===== src/rtl/syn_update_sequencer_if.sv =====
// Control bundle between the training sequencer and the synaptic core.
// The sequencer drives the SRAM controls and neuron addresses; the upstream side drives IS_TRAIN/START.
interface syn_update_sequencer_if #(
    parameter int PRE_NEUR_ADDR_WIDTH  = 10,
    parameter int POST_NEUR_ADDR_WIDTH = 10,
    parameter int SYN_ARRAY_ADDR_WIDTH = 16
);
    logic                            IS_TRAIN;
    logic                            START;
    logic                            BUSY;
    logic                            DONE;
    logic                            CTRL_SYNARRAY_CS;
    logic                            CTRL_SYNARRAY_WE;
    logic                            CTRL_GRAD_ARRAY_CS;
    logic                            CTRL_GRAD_ARRAY_WE;
    logic [SYN_ARRAY_ADDR_WIDTH-1:0] CTRL_SYNARRAY_ADDR;
    logic [PRE_NEUR_ADDR_WIDTH-1:0]  CTRL_PRE_NEUR_ADDR;
    logic [POST_NEUR_ADDR_WIDTH-1:0] CTRL_POST_NEURON_ADDRESS;

    modport master (
        output IS_TRAIN, START,
        input  BUSY, DONE, CTRL_SYNARRAY_CS, CTRL_SYNARRAY_WE, CTRL_GRAD_ARRAY_CS,
               CTRL_GRAD_ARRAY_WE, CTRL_SYNARRAY_ADDR, CTRL_PRE_NEUR_ADDR, CTRL_POST_NEURON_ADDRESS
    );

    modport slave (
        input  IS_TRAIN, START,
        output BUSY, DONE, CTRL_SYNARRAY_CS, CTRL_SYNARRAY_WE, CTRL_GRAD_ARRAY_CS,
               CTRL_GRAD_ARRAY_WE, CTRL_SYNARRAY_ADDR, CTRL_PRE_NEUR_ADDR, CTRL_POST_NEURON_ADDRESS
    );
endinterface


===== src/rtl/syn_update_sequencer.sv =====
// Post-sample sweep controller: walks every synaptic word once as RD, optional WAIT, WR,
// driving weight/gradient SRAM controls and the pre/post neuron addresses for the STDP lanes.
module syn_update_sequencer #(
    parameter int INPUT_NEURON         = 784,
    parameter int OUTPUT_NEURON        = 256,
    parameter int POST_NEUR_PARALLEL   = 4,
    parameter int PRE_NEUR_ADDR_WIDTH  = 10,
    parameter int POST_NEUR_ADDR_WIDTH = 10,
    parameter int SYN_ARRAY_ADDR_WIDTH = 16,
    parameter int UPDATE_LATENCY       = 0
) (
    input logic                 CLK,
    input logic                 RSTN,
    syn_update_sequencer_if.slave bus
);
    localparam int GROUPS = OUTPUT_NEURON / POST_NEUR_PARALLEL;
    localparam int DEPTH  = INPUT_NEURON * GROUPS;

    localparam logic [SYN_ARRAY_ADDR_WIDTH-1:0] LAST_ADDR = SYN_ARRAY_ADDR_WIDTH'(DEPTH - 1);
    localparam logic [SYN_ARRAY_ADDR_WIDTH-1:0] ADDR_ONE  = SYN_ARRAY_ADDR_WIDTH'(1'b1);
    localparam logic [PRE_NEUR_ADDR_WIDTH-1:0]  PRE_ONE   = PRE_NEUR_ADDR_WIDTH'(1'b1);
    localparam logic [POST_NEUR_ADDR_WIDTH-1:0] POST_STEP = POST_NEUR_ADDR_WIDTH'(POST_NEUR_PARALLEL);
    localparam logic [POST_NEUR_ADDR_WIDTH-1:0] POST_LAST = POST_NEUR_ADDR_WIDTH'(OUTPUT_NEURON - POST_NEUR_PARALLEL);
    localparam logic [2:0] WAIT_LAST = (UPDATE_LATENCY > 0) ? 3'(UPDATE_LATENCY - 1) : 3'd0;

    if ((OUTPUT_NEURON % POST_NEUR_PARALLEL) != 0) begin : g_bad_parallel
        $error("OUTPUT_NEURON must be a multiple of POST_NEUR_PARALLEL");
    end
    if (longint'(DEPTH) > (longint'(1) << SYN_ARRAY_ADDR_WIDTH)) begin : g_bad_depth
        $error("synaptic array depth exceeds SYN_ARRAY_ADDR_WIDTH");
    end
    if ((UPDATE_LATENCY < 0) || (UPDATE_LATENCY > 7)) begin : g_bad_latency
        $error("UPDATE_LATENCY must be in 0..7");
    end

    typedef enum logic [2:0] {
        ST_IDLE = 3'd0,
        ST_RD   = 3'd1,
        ST_WAIT = 3'd2,
        ST_WR   = 3'd3,
        ST_FIN  = 3'd4
    } state_e;

    state_e                          state_q, state_d;
    logic [2:0]                      wait_q, wait_d;
    logic [SYN_ARRAY_ADDR_WIDTH-1:0] addr_q, addr_d;
    logic [PRE_NEUR_ADDR_WIDTH-1:0]  pre_q, pre_d;
    logic [POST_NEUR_ADDR_WIDTH-1:0] post_q, post_d;
    logic                            busy_q, busy_d;
    logic                            done_q, done_d;
    logic                            cs_q, cs_d;
    logic                            we_q, we_d;

    // Next state, counters, and output values decoded from the next state so every output is a flop.
    always_comb begin
        state_d = state_q;
        wait_d  = wait_q;
        addr_d  = addr_q;
        pre_d   = pre_q;
        post_d  = post_q;
        busy_d  = 1'b0;
        done_d  = 1'b0;
        cs_d    = 1'b0;
        we_d    = 1'b0;

        case (state_q)
            ST_IDLE: begin
                if (bus.START && bus.IS_TRAIN) begin
                    state_d = ST_RD;
                    addr_d  = '0;
                    pre_d   = '0;
                    post_d  = '0;
                end else begin
                    state_d = ST_IDLE;
                end
            end
            ST_RD: begin
                wait_d = 3'd0;
                if (UPDATE_LATENCY == 0) begin
                    state_d = ST_WR;
                end else begin
                    state_d = ST_WAIT;
                end
            end
            ST_WAIT: begin
                if (wait_q == WAIT_LAST) begin
                    state_d = ST_WR;
                    wait_d  = 3'd0;
                end else begin
                    wait_d  = wait_q + 3'd1;
                end
            end
            ST_WR: begin
                if (addr_q == LAST_ADDR) begin
                    state_d = ST_FIN;
                    addr_d  = '0;
                    pre_d   = '0;
                    post_d  = '0;
                end else begin
                    state_d = ST_RD;
                    addr_d  = addr_q + ADDR_ONE;
                    // Group is the inner loop: the pre index advances only when the lanes wrap.
                    if (post_q == POST_LAST) begin
                        post_d = '0;
                        pre_d  = pre_q + PRE_ONE;
                    end else begin
                        post_d = post_q + POST_STEP;
                    end
                end
            end
            ST_FIN: begin
                state_d = ST_IDLE;
            end
            default: begin
                state_d = ST_IDLE;
                wait_d  = 3'd0;
                addr_d  = '0;
                pre_d   = '0;
                post_d  = '0;
            end
        endcase

        case (state_d)
            ST_RD: begin
                busy_d = 1'b1;
                cs_d   = 1'b1;
            end
            ST_WAIT: begin
                busy_d = 1'b1;
            end
            ST_WR: begin
                busy_d = 1'b1;
                cs_d   = 1'b1;
                we_d   = 1'b1;
            end
            ST_FIN: begin
                done_d = 1'b1;
            end
            default: begin
                busy_d = 1'b0;
            end
        endcase
    end

    // State, counter and output registers; reset aborts a sweep with all SRAM controls low.
    always_ff @(posedge CLK or negedge RSTN) begin
        if (!RSTN) begin
            state_q <= ST_IDLE;
            wait_q  <= 3'd0;
            addr_q  <= '0;
            pre_q   <= '0;
            post_q  <= '0;
            busy_q  <= 1'b0;
            done_q  <= 1'b0;
            cs_q    <= 1'b0;
            we_q    <= 1'b0;
        end else begin
            state_q <= state_d;
            wait_q  <= wait_d;
            addr_q  <= addr_d;
            pre_q   <= pre_d;
            post_q  <= post_d;
            busy_q  <= busy_d;
            done_q  <= done_d;
            cs_q    <= cs_d;
            we_q    <= we_d;
        end
    end

    assign bus.BUSY                     = busy_q;
    assign bus.DONE                     = done_q;
    assign bus.CTRL_SYNARRAY_CS         = cs_q;
    assign bus.CTRL_SYNARRAY_WE         = we_q;
    assign bus.CTRL_GRAD_ARRAY_CS       = cs_q;
    assign bus.CTRL_GRAD_ARRAY_WE       = we_q;
    assign bus.CTRL_SYNARRAY_ADDR       = addr_q;
    assign bus.CTRL_PRE_NEUR_ADDR       = pre_q;
    assign bus.CTRL_POST_NEURON_ADDRESS = post_q;
endmodule


===== src/flat_wrapper.sv =====
// flat-port wrapper written by rule: the top's interface ports become plain ports
module syn_update_sequencer_flat 
#(
    parameter int INPUT_NEURON         = 784,
    parameter int OUTPUT_NEURON        = 256,
    parameter int POST_NEUR_PARALLEL   = 4,
    parameter int PRE_NEUR_ADDR_WIDTH  = 10,
    parameter int POST_NEUR_ADDR_WIDTH = 10,
    parameter int SYN_ARRAY_ADDR_WIDTH = 16,
    parameter int UPDATE_LATENCY       = 0
)
  (CLK, RSTN, bus_IS_TRAIN, bus_START, bus_BUSY, bus_DONE, bus_CTRL_SYNARRAY_CS, bus_CTRL_SYNARRAY_WE, bus_CTRL_GRAD_ARRAY_CS, bus_CTRL_GRAD_ARRAY_WE, bus_CTRL_SYNARRAY_ADDR, bus_CTRL_PRE_NEUR_ADDR, bus_CTRL_POST_NEURON_ADDRESS);
  syn_update_sequencer_if #(.PRE_NEUR_ADDR_WIDTH(PRE_NEUR_ADDR_WIDTH), .POST_NEUR_ADDR_WIDTH(POST_NEUR_ADDR_WIDTH), .SYN_ARRAY_ADDR_WIDTH(SYN_ARRAY_ADDR_WIDTH)) bus_i ();
  input logic CLK;
  input logic RSTN;
  input wire logic [$bits(bus_i.IS_TRAIN)-1:0] bus_IS_TRAIN;
  input wire logic [$bits(bus_i.START)-1:0] bus_START;
  output wire logic [$bits(bus_i.BUSY)-1:0] bus_BUSY;
  output wire logic [$bits(bus_i.DONE)-1:0] bus_DONE;
  output wire logic [$bits(bus_i.CTRL_SYNARRAY_CS)-1:0] bus_CTRL_SYNARRAY_CS;
  output wire logic [$bits(bus_i.CTRL_SYNARRAY_WE)-1:0] bus_CTRL_SYNARRAY_WE;
  output wire logic [$bits(bus_i.CTRL_GRAD_ARRAY_CS)-1:0] bus_CTRL_GRAD_ARRAY_CS;
  output wire logic [$bits(bus_i.CTRL_GRAD_ARRAY_WE)-1:0] bus_CTRL_GRAD_ARRAY_WE;
  output wire logic [$bits(bus_i.CTRL_SYNARRAY_ADDR)-1:0] bus_CTRL_SYNARRAY_ADDR;
  output wire logic [$bits(bus_i.CTRL_PRE_NEUR_ADDR)-1:0] bus_CTRL_PRE_NEUR_ADDR;
  output wire logic [$bits(bus_i.CTRL_POST_NEURON_ADDRESS)-1:0] bus_CTRL_POST_NEURON_ADDRESS;
  assign bus_i.IS_TRAIN = bus_IS_TRAIN;
  assign bus_i.START = bus_START;
  assign bus_BUSY = bus_i.BUSY;
  assign bus_DONE = bus_i.DONE;
  assign bus_CTRL_SYNARRAY_CS = bus_i.CTRL_SYNARRAY_CS;
  assign bus_CTRL_SYNARRAY_WE = bus_i.CTRL_SYNARRAY_WE;
  assign bus_CTRL_GRAD_ARRAY_CS = bus_i.CTRL_GRAD_ARRAY_CS;
  assign bus_CTRL_GRAD_ARRAY_WE = bus_i.CTRL_GRAD_ARRAY_WE;
  assign bus_CTRL_SYNARRAY_ADDR = bus_i.CTRL_SYNARRAY_ADDR;
  assign bus_CTRL_PRE_NEUR_ADDR = bus_i.CTRL_PRE_NEUR_ADDR;
  assign bus_CTRL_POST_NEURON_ADDRESS = bus_i.CTRL_POST_NEURON_ADDRESS;
  syn_update_sequencer #(.INPUT_NEURON(INPUT_NEURON), .OUTPUT_NEURON(OUTPUT_NEURON), .POST_NEUR_PARALLEL(POST_NEUR_PARALLEL), .PRE_NEUR_ADDR_WIDTH(PRE_NEUR_ADDR_WIDTH), .POST_NEUR_ADDR_WIDTH(POST_NEUR_ADDR_WIDTH), .SYN_ARRAY_ADDR_WIDTH(SYN_ARRAY_ADDR_WIDTH), .UPDATE_LATENCY(UPDATE_LATENCY)) u_core (.CLK(CLK), .RSTN(RSTN), .bus(bus_i));
endmodule

===== config.mk =====
export PLATFORM = sky130hd
export DESIGN_NAME = syn_update_sequencer_flat
export DESIGN_NICKNAME = d
export VERILOG_FILES = /design/src/rtl/syn_update_sequencer_if.sv /design/src/rtl/syn_update_sequencer.sv /design/src/flat_wrapper.sv
export SDC_FILE = /design/constraint.sdc
export NUM_CORES = 1
export LEC_CHECK = 0
export ABC_AREA = 1
export BUFFER_PORTS_ARGS = -buffer_cell sky130_fd_sc_hd__buf_2
export CAP_MARGIN = 20
export CORE_MARGIN = 3
export CORE_UTILIZATION = 50
export DETAILED_ROUTE_END_ITERATION = 16
export MAX_ROUTING_LAYER = met4
export PLACE_DENSITY = 0.74
export SLEW_MARGIN = 20
export SYNTH_ARGS = -nofsm -noshare
export SYNTH_HDL_FRONTEND = slang
export SYNTH_SLANG_ARGS = --single-unit

===== constraint.sdc =====
create_clock -name CLK -period 1.4 [get_ports CLK]
set_clock_uncertainty 0.1 [all_clocks]
set_input_delay 0 -clock CLK [delete_from_list [all_inputs] [get_ports CLK]]
set_output_delay 0 -clock CLK [all_outputs]
set_load 0.03 [all_outputs]

### Yosys cells after proc, flatten, opt, wreduce, memory -nomap -nowiden

Index checks and enable logic that the tools add are counted.

* register bits after elaboration: 46
* bits of input ports: 4
* logic and storage cells: 55

* $add $sub $neg: 4
* equal/unequal tests: 12
* muxes and demuxes: 20
* bitwise logic cells: 1
* reduce and logical (&&, ||, !) cells: 9

Operators by type and width (count)
* 10-bit one-hot mux with 3 select lines: 2
* 10-bit two-way mux: 5
* 16-bit one-hot mux with 3 select lines: 1
* 16-bit two-way mux: 2
* 16-bit by 1-bit adder with 16-bit output (second input constant): 1
* 16-bit equality test (second input constant): 1
* 3-bit by 2-bit equality test with 1-bit output (second input constant): 4
* 3-bit one-hot mux with 4 select lines: 1
* 10-bit by 1-bit adder with 10-bit output (second input constant): 1
* 10-bit by 3-bit adder with 10-bit output (second input constant): 1
* 10-bit by 8-bit equality test with 1-bit output (second input constant): 1
* 3-bit two-way mux: 3
* 3-bit OR reduction: 3
* 3-bit by 1-bit equality test with 1-bit output (second input constant): 2
* 3-bit equality test (second input constant): 2
* 3-bit logical NOT: 2
* 3-bit one-hot mux with 2 select lines: 1
* 1-bit two-way mux: 5
* 3-bit by 1-bit adder with 3-bit output (second input constant): 1
* 3-bit by 1-bit != test with 1-bit output (second input constant): 1
* 3-bit AND reduction: 1
* 2-bit by 1-bit != test with 1-bit output (second input constant): 1
* 2-bit AND reduction: 1
* 2-bit OR reduction: 1
* other kinds (2): 2

### Logic depth before layout (Yosys ltp)

Gate-level depths: netlist of run 1.

* depth after elaboration: 6
* gate-level depth with buffers: 11
* mapped depth without buffers: 11

### Worst setup path before layout of run 1

No wires, ideal clock.

* path kind: reg-to-reg
* start: reg u_core.addr_q[0] (netlist: u_core.bus.CTRL_SYNARRAY_ADDR[0])
* end: reg u_core.pre_q[6] (netlist: u_core.bus.CTRL_PRE_NEUR_ADDR[6])
* library setup time: 119 ps
* arrival: 1566 ps
* required time: 1181 ps
* setup slack: -386 ps
* stages on the path, launching flop included: 10
* buffers on the path: 1
* period minus slack after synthesis: 1786 ps
* path through: dfrtp_1 > ha_1 > nand3_2 > nor2_4 > nand2_4 > nand2_2 > nand2_4 > buf_6 > nand2_1 > o21ai_2

* longest elaborated chain between the ends: 3
* elaborated cells between the ends (all ways): 5

RTL lines
* start, declared: RTL line syn_update_sequencer.sv:46 `logic [SYN_ARRAY_ADDR_WIDTH-1:0] addr_q, addr_d;`
* start signal, assigned: RTL line syn_update_sequencer.sv:160 `addr_q <= addr_d;`
* 16-bit equality test *: RTL line syn_update_sequencer.sv:94 `if (addr_q == LAST_ADDR) begin`
* 3-bit by 1-bit != test with 1-bit output (no line) or 10-bit two-way mux (tied branches)
* 3-bit AND reduction (no line) or 10-bit one-hot mux with 3 select lines (tied branches)
* end signal, assigned: RTL line syn_update_sequencer.sv:161 `pre_q <= pre_d;`
* end, declared: RTL line syn_update_sequencer.sv:47 `logic [PRE_NEUR_ADDR_WIDTH-1:0] pre_q, pre_d;`

Mark *: on every way between the ends. The rest lies on a longest branch, timed or not.
A chain may end at the register's enable or synchronous reset.

### Final worst setup path of run 1

* start: reg u_core.state_q[1]
* end: reg u_core.pre_q[2] (netlist: u_core.bus.CTRL_PRE_NEUR_ADDR[2])

* longest elaborated chain between the ends: 4
* elaborated cells between the ends (all ways): 11

RTL lines
* start, declared: RTL line syn_update_sequencer.sv:44 `state_e state_q, state_d;`
* start signal, assigned: RTL line syn_update_sequencer.sv:158 `state_q <= state_d;`
* 3-bit equality test (tied with other cells): RTL line syn_update_sequencer.sv:66 `case (state_q)`
* 3-bit OR reduction (no line)
* 1-bit NOT (no line)
* 3-bit AND reduction (no line)

Parallel ways exist; a longest one is shown, timed or not.

==> results of run 1 <==
## sequential cells by signal, indices dropped and copies added (netlist names)
name                                 count
u_core.state_q                           3
u_core.bus.CTRL_POST_NEURON_ADDRESS      8
u_core.wait_q                            3
u_core.bus.CTRL_PRE_NEUR_ADDR           10
u_core.bus.CTRL_GRAD_ARRAY_WE            1
u_core.bus.CTRL_GRAD_ARRAY_CS            1
u_core.bus.CTRL_SYNARRAY_ADDR           16
u_core.bus.DONE                          1
u_core.bus.BUSY                          1
## cells in the final DEF, fill, tap and decap left out, types with 16 or more instances in the layout
cell | netlist | routed
buf_2 | 5 | 43
buf_4 | 4 | 61
dfrtp_1 | 44 | 25
dfrtp_2 | 0 | 19
inv_1 | 37 | 29
nand2_1 | 80 | 64
nand2_2 | 6 | 16
nand3_1 | 29 | 21
nand4_1 | 19 | 19
nor2_1 | 27 | 20
## timing repair
| action | CTS | global route |
|---|---|---|
| buffers inserted | 4 | 3 |
| gates resized for setup | 24 | 58 |
| pin swaps | 4 | 18 |
| hold buffers | 1 | 0 |
| endpoints found under the hold margin | 44 | 0 |
| endpoints found under the setup margin | 32 | 43 |
## final cells by class
type                    count  area [µm²]
inverters                  43         171
flip-flops and latches     44        1120
clock inverters             3        18.8
clock buffers               5        68.8
repair buffers            117         845
well taps                  67        83.8
fillers                   314        1020
multi-input cells         234        1510
## stage by stage
| stage | instances | hold slack [ps] | worst slack, ps | setup TNS [ps] | util |
|---|---|---|---|---|---|
| floorplan | 334 | -396 | -178 | -2750 | - |
| global placement | 497 | -102 | -39.0 | -375 | 0.702 |
| detailed placement | 497 | -99.0 | -112 | -1590 | 0.702 |
| CTS | 510 | 67.2 | -88.2 | -1410 | 0.741 |
| global route | 513 | 92.8 | -192 | -4680 | 0.789 |
| finish | 513 | 70.4 | -109 | -1860 | 0.789 |
## cells by family after synthesis
group,count (synthesis),share of synthesized area
buffers and inverters,56,0.0936
adders and majority gates,5,0.0244
xor gates and xnor gates,10,0.0341
and+or+nand+nor,181,0.337
DFF,44,0.429
AOI/OAI and AO/OA,36,0.0809
other,1,0.00146
## worst max-delay path, delay by kind of cell, from the launching register on
family	cells	cell delay, ps
buffers and inverters	4	420
and+or+nand+nor	5	380
DFF	1	440
AOI/OAI and AO/OA	1	50
## report_power, final
group	switching, µW	internal, µW	total, µW
sequential	0	1270	1270
clock	472	349	821
combinational	35.0	11.0	46.0
total	507	1630	2140
## path summary, 6_finish.rpt
path / from / slack [ps] / depth (start not counted) / end
worst max-delay path: u_core.state_q[1] / -110 / 10 / u_core.bus.CTRL_PRE_NEUR_ADDR[2]
worst min-delay path: bus_IS_TRAIN / 70 / 5 / u_core.state_q[0]
worst max register to register: u_core.state_q[1] / -110 / 10 / u_core.bus.CTRL_PRE_NEUR_ADDR[2]
worst min register to register: u_core.wait_q[0] / 420 / 1 / u_core.wait_q[0]
max in group asynchronous: RSTN / 860 / 3 / u_core.bus.CTRL_POST_NEURON_ADDRESS[3]
min in group asynchronous: RSTN / 90 / 3 / u_core.bus.CTRL_SYNARRAY_ADDR[6]
## per-layer routing
metal | part of all wire | vias to the layer above | wire (µm) | global-route usage
met3 | 0.042 | 18 | 304 | 0.0418
met2 | 0.52 | 68 | 3750 | 0.423
met1 | 0.42 | 1255 | 3020 | 0.292
li1 | - | 1295 | - | -
met4 | 0.025 | 0 | 181 | 0.0836
met5 | 0 | - | 0 | -
==> impl_metrics.csv, run 1 <==
group,metric,value,unit
outcome,outcome,"finished with violations",
outcome,violations,"setup timing",
yosys,yosys_warnings,0,
placed_design,gp_congestion,0.919,
global_routing,grt_pass1_wl,11600,µm
sta,final_max_slew_viol_count,0,
placed_design,placed_area,0.00340,mm²
yosys,synth_area_leaders,"dfrtp_1, nand2_1, nand3_1, inv_1, nand4_1",
cts,cts_sinks,44,
critical_path,critical_path.endpoint_type,"flip-flop",
placed_design,dpl.hpwl,5000,µm
yosys,async_reset_ff_frac,1.00,
yosys,ys_types,33,
pwr,power_density,559,mW/mm²
run,cap_violations,0,
yosys,synth_top_area_cell,"dfrtp_1",
floorplanning,die_w,77.7,µm
critical_path,cp_max_fo,8,
layout,antenna_cells,0,
sta,fmax,663,MHz
drt,drtIter0Drc,146,
layout,drive_above_1_share,0.511,
drt,route.detailed.drc,0,
sta,rsz0062_at_grt,"true",
sta,final-setup-viol-count,33,
yosys,ys_seq_area_frac,0.429,
drt,wl_per_cell,14.2,µm
critical_path,crit_slowest_cell,"dfrtp_1",
yosys,synth-main-ff-cell,"dfrtp_1",
critical_path,crit_chain,"inv_2 > nand3_2 > nand2_2 > inv_2 > nand3_4 > inv_6 > nand2_4 > buf_12 > nand2_2 > o21ai_2",
global_routing,grt_usage,0.246,
global_routing,grt-ovfl-total,0,
layout,layout.nets,454,
yosys,netlist.area_leader.share,0.429,
cts,root_buffer,"clkbuf_8",
yosys,synth_edf_count,0,
sta,post-route-period-util,1.08,
drt,antenna_left,0,
cts,max-clock-path-buffers,2,
yosys,synth_seq_cells,44,
yosys,synthTopCellsByCount,"nand2_1, dfrtp_1, inv_1",
floorplanning,fp.dieH,77.7,µm
min_path,hp-class,"in -> reg",
cts,clk_latency,310,ps
floorplanning,dieArea,0.00603,mm²
cts,cts_tree,"done",
drt,dr.pass1.iters,4,
pwr,leakage,0.00182,µW
critical_path,worst_path_largest_cell_delay,440,ps
global_routing,grt_max_degree,45,
layout,syn2layout_area_growth,48.9,%
pwr,finalPower,2140,µW
global_routing,grt_pass1_vias,2649,
drt,vias,2636,
floorplanning,start_util,0.530,
cts,h-tree-depth,2,
floorplanning,io_pins,46,
sta,setup_ws,-109,ps
drt,routed_via_density,5.14,
pwr,irDropWorstVdd,0.725,mV
yosys,synth.most_common_cell,"nand2_1",
yosys,synth_area,0.00257,mm²
cts,cts_made_buffers,5,
drt,drt_wl_total,7260,µm
cts,clk_pin_slew,90,ps
sta,finalCriticalPeriod,1510,ps
critical_path,crit_type,"reg -> reg",
critical_path,cp.required,1500,ps
global_routing,antenna_found_initial,0,
critical_path,cp-start-kind,"flip-flop",
sta,hold_viol,0,
critical_path,crit_arrival,1610,ps
floorplanning,placement_rows,25,
floorplanning,core-area,0.00485,mm²
yosys,synthCells,333,
placed_design,port_buffers,43,
layout,final_cell_area,0.00382,mm²
yosys,syn_area_per_cell,7.71,µm²
No activity file was read; power rests on OpenSTA's default activity.
==> run 2, diff against run 1 <==
CELL_PAD_IN_SITES_DETAIL_PLACEMENT = 1   (was default)
CELL_PAD_IN_SITES_GLOBAL_PLACEMENT = 2   (was default)
CORE_UTILIZATION = 29   (was 50)
==> run 2 against run 1 <==
Compared with the run above: the flow still finishes with violations (setup timing); via count up 4.4%; wire length up 29%; worst hold slack improved by 30 ps; die area rose by 66%; clock-buffer cell count is 3 higher.
==> impl_metrics.csv, run 2 (synthesized netlist as in run 1, its figures left out) <==
group,metric,value,unit
critical_path,cp-start-kind,"flip-flop",
drt,route.detailed.drc,0,
drt,routed_via_density,4.84,
critical_path,r2r_slack,-210,ps
min_path,hp-class,"in -> async",
layout,largest_register_ffs,16,
sta,hold_viol,0,
placed_design,gp_congestion,0.765,
cts,clk_pin_slew,90,ps
drt,dr.pass1.iters,4,
critical_path,critical_path.endpoint_type,"flip-flop",
global_routing,antenna_found_initial,0,
global_routing,grt_pass1_vias,2842,
pwr,p_int,1730,µW
outcome,outcome,"finished with violations",
sta,post-route-period-util,1.15,
critical_path,cp_top_family,"simple AND/OR/NAND/NOR gates",
critical_path,crit_type,"reg -> reg",
cts,h-tree-depth,2,
pwr,seq_power_share,0.570,
floorplanning,start_util,0.305,
critical_path,crit_arrival,1690,ps
cts,max-clock-path-buffers,2,
critical_path,r2r-start,"u_core.bus.CTRL_SYNARRAY_ADDR[0]",
floorplanning,fp.dieH,100,µm
drt,vias,2751,
critical_path,cp.required,1480,ps
global_routing,grt_pass1_wl,14000,µm
sta,final-setup-viol-count,38,
cts,cts_made_buffers,5,
layout,drive_above_1_share,0.544,
critical_path,cp.buffers_inverters,1,
floorplanning,dieArea,0.0100,mm²
placed_design,pre_cts_slack,-164,ps
layout,syn2layout_area_growth,61.7,%
sta,finalCriticalPeriod,1610,ps
pwr,switching_share,0.223,
run,cap_violations,0,
critical_path,cpMostUsedCell,"nand2_4",
critical_path,worstRegToRegCells,9,
outcome,violations,"setup timing",
layout,antenna_cells,0,
critical_path,reg2reg_to,"u_core.bus.CTRL_PRE_NEUR_ADDR[3]",
layout,final_cell_area,0.00415,mm²
global_routing,grt-ovfl-total,0,
layout,stdcell_count,568,
global_routing,grt_max_degree,45,
cts,root_buffer,"clkbuf_8",
pwr,power_density,537,mW/mm²
drt,antenna_left,0,
critical_path,cp_max_fo,9,
placed_design,placed_cells,537,
critical_path,crit_slowest_cell,"dfrtp_2",
drt,drt_wl_total,9360,µm
sta,fmax,622,MHz
cts,cts_tree,"done",
drt,wl_per_cell,16.5,µm
layout,final_common_cell,"nand2_1",
pwr,irDropWorstVdd,0.265,mV
placed_design,placed_area,0.00346,mm²
layout,final_cell_mix,"nand2_1, buf_4, buf_2",
floorplanning,io_pins,46,
layout,layout.nets,471,
placed_design,port_buffers,43,
sta,rsz0062_at_grt,"true",
sta,final_max_slew_viol_count,0,
critical_path,crit_chain,"ha_4 > nand3_4 > nor2_4 > nand2_4 > nand2_4 > nand2_4 > buf_12 > nand2_1 > nand2_1",
pwr,pwr-share-comb,0.021,
sta,setup_ws,-208,ps
pwr,leakage,0.00196,µW
floorplanning,placement_rows,33,
pwr,clock_power_share,0.409,
pwr,power_switching,497,µW
floorplanning,die_w,100,µm
cts,cts_sinks,44,
critical_path,worst_path_largest_cell_delay,400,ps
global_routing,grt_usage,0.181,
placed_design,dpl.hpwl,6070,µm
floorplanning,core-area,0.00842,mm²
layout,final_util,0.493,
drt,drtIter0Drc,81,
cts,clk_latency,300,ps
==> run 2: cell types whose count changed in the layout (fill, tap and decap cells not counted), moves of 3 or more <==
cell     previous run  this run
buf_8               0         3
buf_6               9        16
nand3_1            21        18
o21ai_0             6         2
buf_4              61        65
o21ai_1             8        11
==> run 2: worst max-delay path by stage <==
| stage | cells past startpoint | slack [ps] | from | endpoint |
|---|---|---|---|---|
| 4_1_cts | 11 | -120 | u_core.bus.CTRL_POST_NEURON_ADDRESS[2] | u_core.bus.CTRL_PRE_NEUR_ADDR[2] |
| 5_1_grt | 9 | -290 | u_core.bus.CTRL_SYNARRAY_ADDR[0] | u_core.bus.CTRL_PRE_NEUR_ADDR[3] |
| 2_1_floorplan | 11 | -180 | u_core.bus.CTRL_POST_NEURON_ADDRESS[3] | u_core.bus.CTRL_PRE_NEUR_ADDR[8] |
| 6_report | 9 | -210 | u_core.bus.CTRL_SYNARRAY_ADDR[0] | u_core.bus.CTRL_PRE_NEUR_ADDR[3] |
| 3_3_place_gp | 6 | -110 | u_core.bus.CTRL_SYNARRAY_ADDR[0] | u_core.bus.CTRL_SYNARRAY_ADDR[7] |
| 3_5_place_dp | 7 | -160 | u_core.bus.CTRL_SYNARRAY_ADDR[0] | u_core.bus.CTRL_SYNARRAY_ADDR[11] |
==> run 2: power by group through the flow <==
stage / Clock, µW / Sequential, µW / Combinational (µW)
floorplan: 0 / 1300 / 12.2
global placement: 0 / 1290 / 46.9
detailed placement: 0 / 1290 / 47.4
CTS: 952 / 1270 / 49.6
global route: 1000 / 1270 / 54.9
finish: 912 / 1270 / 47.5
==> run 2: stage by stage <==
stage / total power (µW) / hold WS [ps] / TNS, ps
global placement: 1340 / -95.2 / -1290
global route: 2320 / 109 / -6960
CTS: 2270 / 75.4 / -2350
detailed placement: 1340 / -93.0 / -2100
finish: 2230 / 100 / -3700
floorplan: 1310 / -396 / -2750
==> run 2: repair_timing <==
action | in CTS | in global routing
buffers inserted | 8 | 14
hold buffers | 1 | 0
hold endpoints to repair | 44 | 0
pin swaps | 12 | 30
setup endpoints to repair | 35 | 44
resized for setup | 49 | 65
gates cloned | 1 | 1
==> run 2: metal layers <==
metal  GRT usage  share of wire  up-vias  routed length [µm]
met5           -              0        -                   0
met4      0.0332         0.0059        0                  55
met2       0.307           0.53       53                4990
met1       0.227           0.43     1360                4010
li1            -              -     1332                   -
met3      0.0354          0.032        6                 303
==> run 2: cell type report <==
cell class	instances	area, µm²
Tap cell	105	131
Fill cell	1032	4270
Sequential cell	44	1130
Timing Repair Buffer	134	1070
Clock buffer	8	100
Multi-Input combinational cell	234	1550
Inverter	43	174
==> run 2: worst min-delay path: stages <==
cell and delay, ps:
dlygate4sd3_1 520, buf_2 120, buf_12 250
==> run 3, diff against run 2 <==
ABC_CLOCK_PERIOD_IN_PS = 2100   (was default)
CORE_ASPECT_RATIO = 0.7   (was default)
CORE_UTILIZATION = 34   (was 29)
PLACE_DENSITY = 0.82   (was 0.74)
clock period = 2.1 ns   (was 1.4 ns; I/O delays follow)
==> run 3 against run 2 <==
Compared with the run above: clock power down 28%; combinational power down 38%; clock-buffer cell count down 3; worst hold slack worse by 39 ps; largest cell class unchanged; maximum frequency down 12%; register-to-register slack better by 480 ps; largest power group unchanged; core utilization down 6.4 points; via count down 13%; the run now ends clean; worst setup slack better by 480 ps.
==> impl_metrics.csv, run 3 (synthesized netlist as in run 1, its figures left out) <==
group,metric,value,unit
outcome,outcome,"completed",
layout,final_cell_mix,"nand2_1, dfrtp_1, buf_2",
sta,setup-tns-final,0,ps
cts,cts_tree,"done",
drt,antenna_left,0,
drt,route.detailed.drc,0,
sta,final-setup-viol-count,0,
global_routing,met1_usage,0.266,
cts,clk_latency,300,ps
cts,cts_resized,0,
sta,hold_viol,0,
critical_path,crit_arrival,1960,ps
cts,root_buffer,"clkbuf_8",
sta,rsz0062_at_grt,"false",
critical_path,cp-start-kind,"flip-flop",
global_routing,gr-max-usage-layer,"met2",
min_path,hold-path-cell-count,5,
global_routing,grt_max_degree,22,
floorplanning,io_pins,46,
layout,antenna_cells,0,
floorplanning,start_util,0.365,
critical_path,r2r-start,"u_core.bus.CTRL_SYNARRAY_ADDR[0]",
drt,wl_per_cell,15.1,µm
min_path,hold_path_startpoint,"bus_IS_TRAIN",
layout,syn2layout_area_growth,17.7,%
global_routing,grt_pass1_vias,2358,
cts,max-clock-path-buffers,2,
floorplanning,fp.dieH,78.7,µm
layout,final_common_cell,"nand2_1",
global_routing,grt_use_met2,0.271,
global_routing,grt_usage,0.183,
pwr,leakage,0.00149,µW
drt,routed_via_density,5.00,
drt,dr.pass1.iters,4,
layout,layout.nets,391,
sta,finalCriticalPeriod,1830,ps
cts,cts_setup_buffers,0,
drt,drt_wl_total,7220,µm
cts,clk_pin_slew,90,ps
sta,relSlewSlack,0.626,
floorplanning,dieArea,0.00865,mm²
global_routing,grt-ovfl-total,0,
cts,h-tree-depth,2,
critical_path,cp_max_fo,12,
critical_path,reg2reg_to,"u_core.bus.CTRL_SYNARRAY_ADDR[0]",
critical_path,r2r_slack,270,ps
critical_path,critical_path.endpoint_type,"flip-flop",
pwr,irDropWorstVdd,0.232,mV
layout,stdcell_count,477,
cts,cts_sinks,44,
min_path,hp-class,"in -> reg",
floorplanning,placement_rows,25,
global_routing,antenna_found_initial,0,
run,cap_violations,0,
layout,num-fill-cells,879,
layout,largest_register_ffs,16,
sta,fmax,546,MHz
global_routing,grt_pass1_wl,12100,µm
placed_design,port_buffers,43,
floorplanning,die_w,110,µm
sta,max_slew.worst_pin.slew,556,ps
cts,cts_made_buffers,5,
placed_design,gp_congestion,0.811,
pwr,power_density,507,mW/mm²
min_path,min_to,"u_core.state_q[0]",
placed_design,dpl.hpwl,5620,µm
sta,post-route-period-util,0.873,
floorplanning,core-area,0.00704,mm²
critical_path,worstRegToRegCells,8,
critical_path,crit_type,"reg -> reg",
drt,vias,2384,
global_routing,gr-usage-met3,0.0284,
placed_design,placed_cells,468,
drt,drtIter0Drc,124,
layout,final_util,0.429,
critical_path,cp.required,2220,ps
layout,drive_above_1_share,0.235,
sta,final_max_slew_viol_count,0,
critical_path,crit_start,"u_core.bus.CTRL_SYNARRAY_ADDR[0]",
-- run 3: metrics by stage --
step / area [µm²] / hold WS (ps) / worst slack, ps / power, µW
final: 3020 / 61.3 / 268 / 1530
after CTS: 3020 / 61.2 / 259 / 1550
after detailed placement: 2900 / -103 / 284 / 893
after floorplan: 2570 / -396 / 314 / 872
after global routing: 3020 / 121 / 42.2 / 1600
after global placement: 2900 / -102 / 373 / 893
-- run 3: what timing repair did --
item,in CTS,in global routing
hold buffers,1,0
hold endpoints to repair,41,0
setup endpoints to repair,0,0
-- run 3: per-layer routing --
| layer | up-vias | wire (µm) | share of wire |
|---|---|---|---|
| met5 | - | 0 | 0 |
| met4 | 0 | 46 | 0.0064 |
| met3 | 5 | 215 | 0.030 |
| met2 | 34 | 3220 | 0.45 |
| met1 | 1173 | 3740 | 0.52 |
| li1 | 1172 | - | - |
-- run 3: report_power, final --
| group | switching (µW) | total (µW) | internal (µW) |
|---|---|---|---|
| clock network | 304 | 657 | 352 |
| logic | 23.6 | 29.4 | 5.82 |
| registers | 0 | 846 | 846 |
| total | 328 | 1530 | 1200 |
-- run 3: cell type report --
| cell class | instances | area, µm² | share of cell area |
|---|---|---|---|
| Tap cell | 94 | 118 | 0.0389 |
| Clock buffer | 5 | 68.8 | 0.0228 |
| Multi-Input combinational cell | 234 | 1230 | 0.407 |
| Timing Repair Buffer | 54 | 300 | 0.0994 |
| Sequential cell | 44 | 1100 | 0.364 |
| Inverter | 43 | 161 | 0.0534 |
| Clock inverter | 3 | 42.5 | 0.0141 |
-- run 3: critical path: stages (launching register included) --
cell and delay, ps:
dfrtp_1 440, ha_1 260, nand3_2 140, nor2_4 70, nand2_4 150, inv_1 100
nor2_2 210, inv_1 140, o21ai_0 160
-- run 3: worst max path at each step --
stage	end	slack (ps)
floorplan	u_core.bus.CTRL_PRE_NEUR_ADDR[6]	310
global placement	u_core.bus.CTRL_SYNARRAY_ADDR[0]	370
detailed placement	u_core.bus.CTRL_SYNARRAY_ADDR[0]	280
CTS	u_core.bus.CTRL_SYNARRAY_ADDR[0]	260
global route	u_core.bus.CTRL_SYNARRAY_ADDR[0]	40
finish	u_core.bus.CTRL_SYNARRAY_ADDR[0]	270
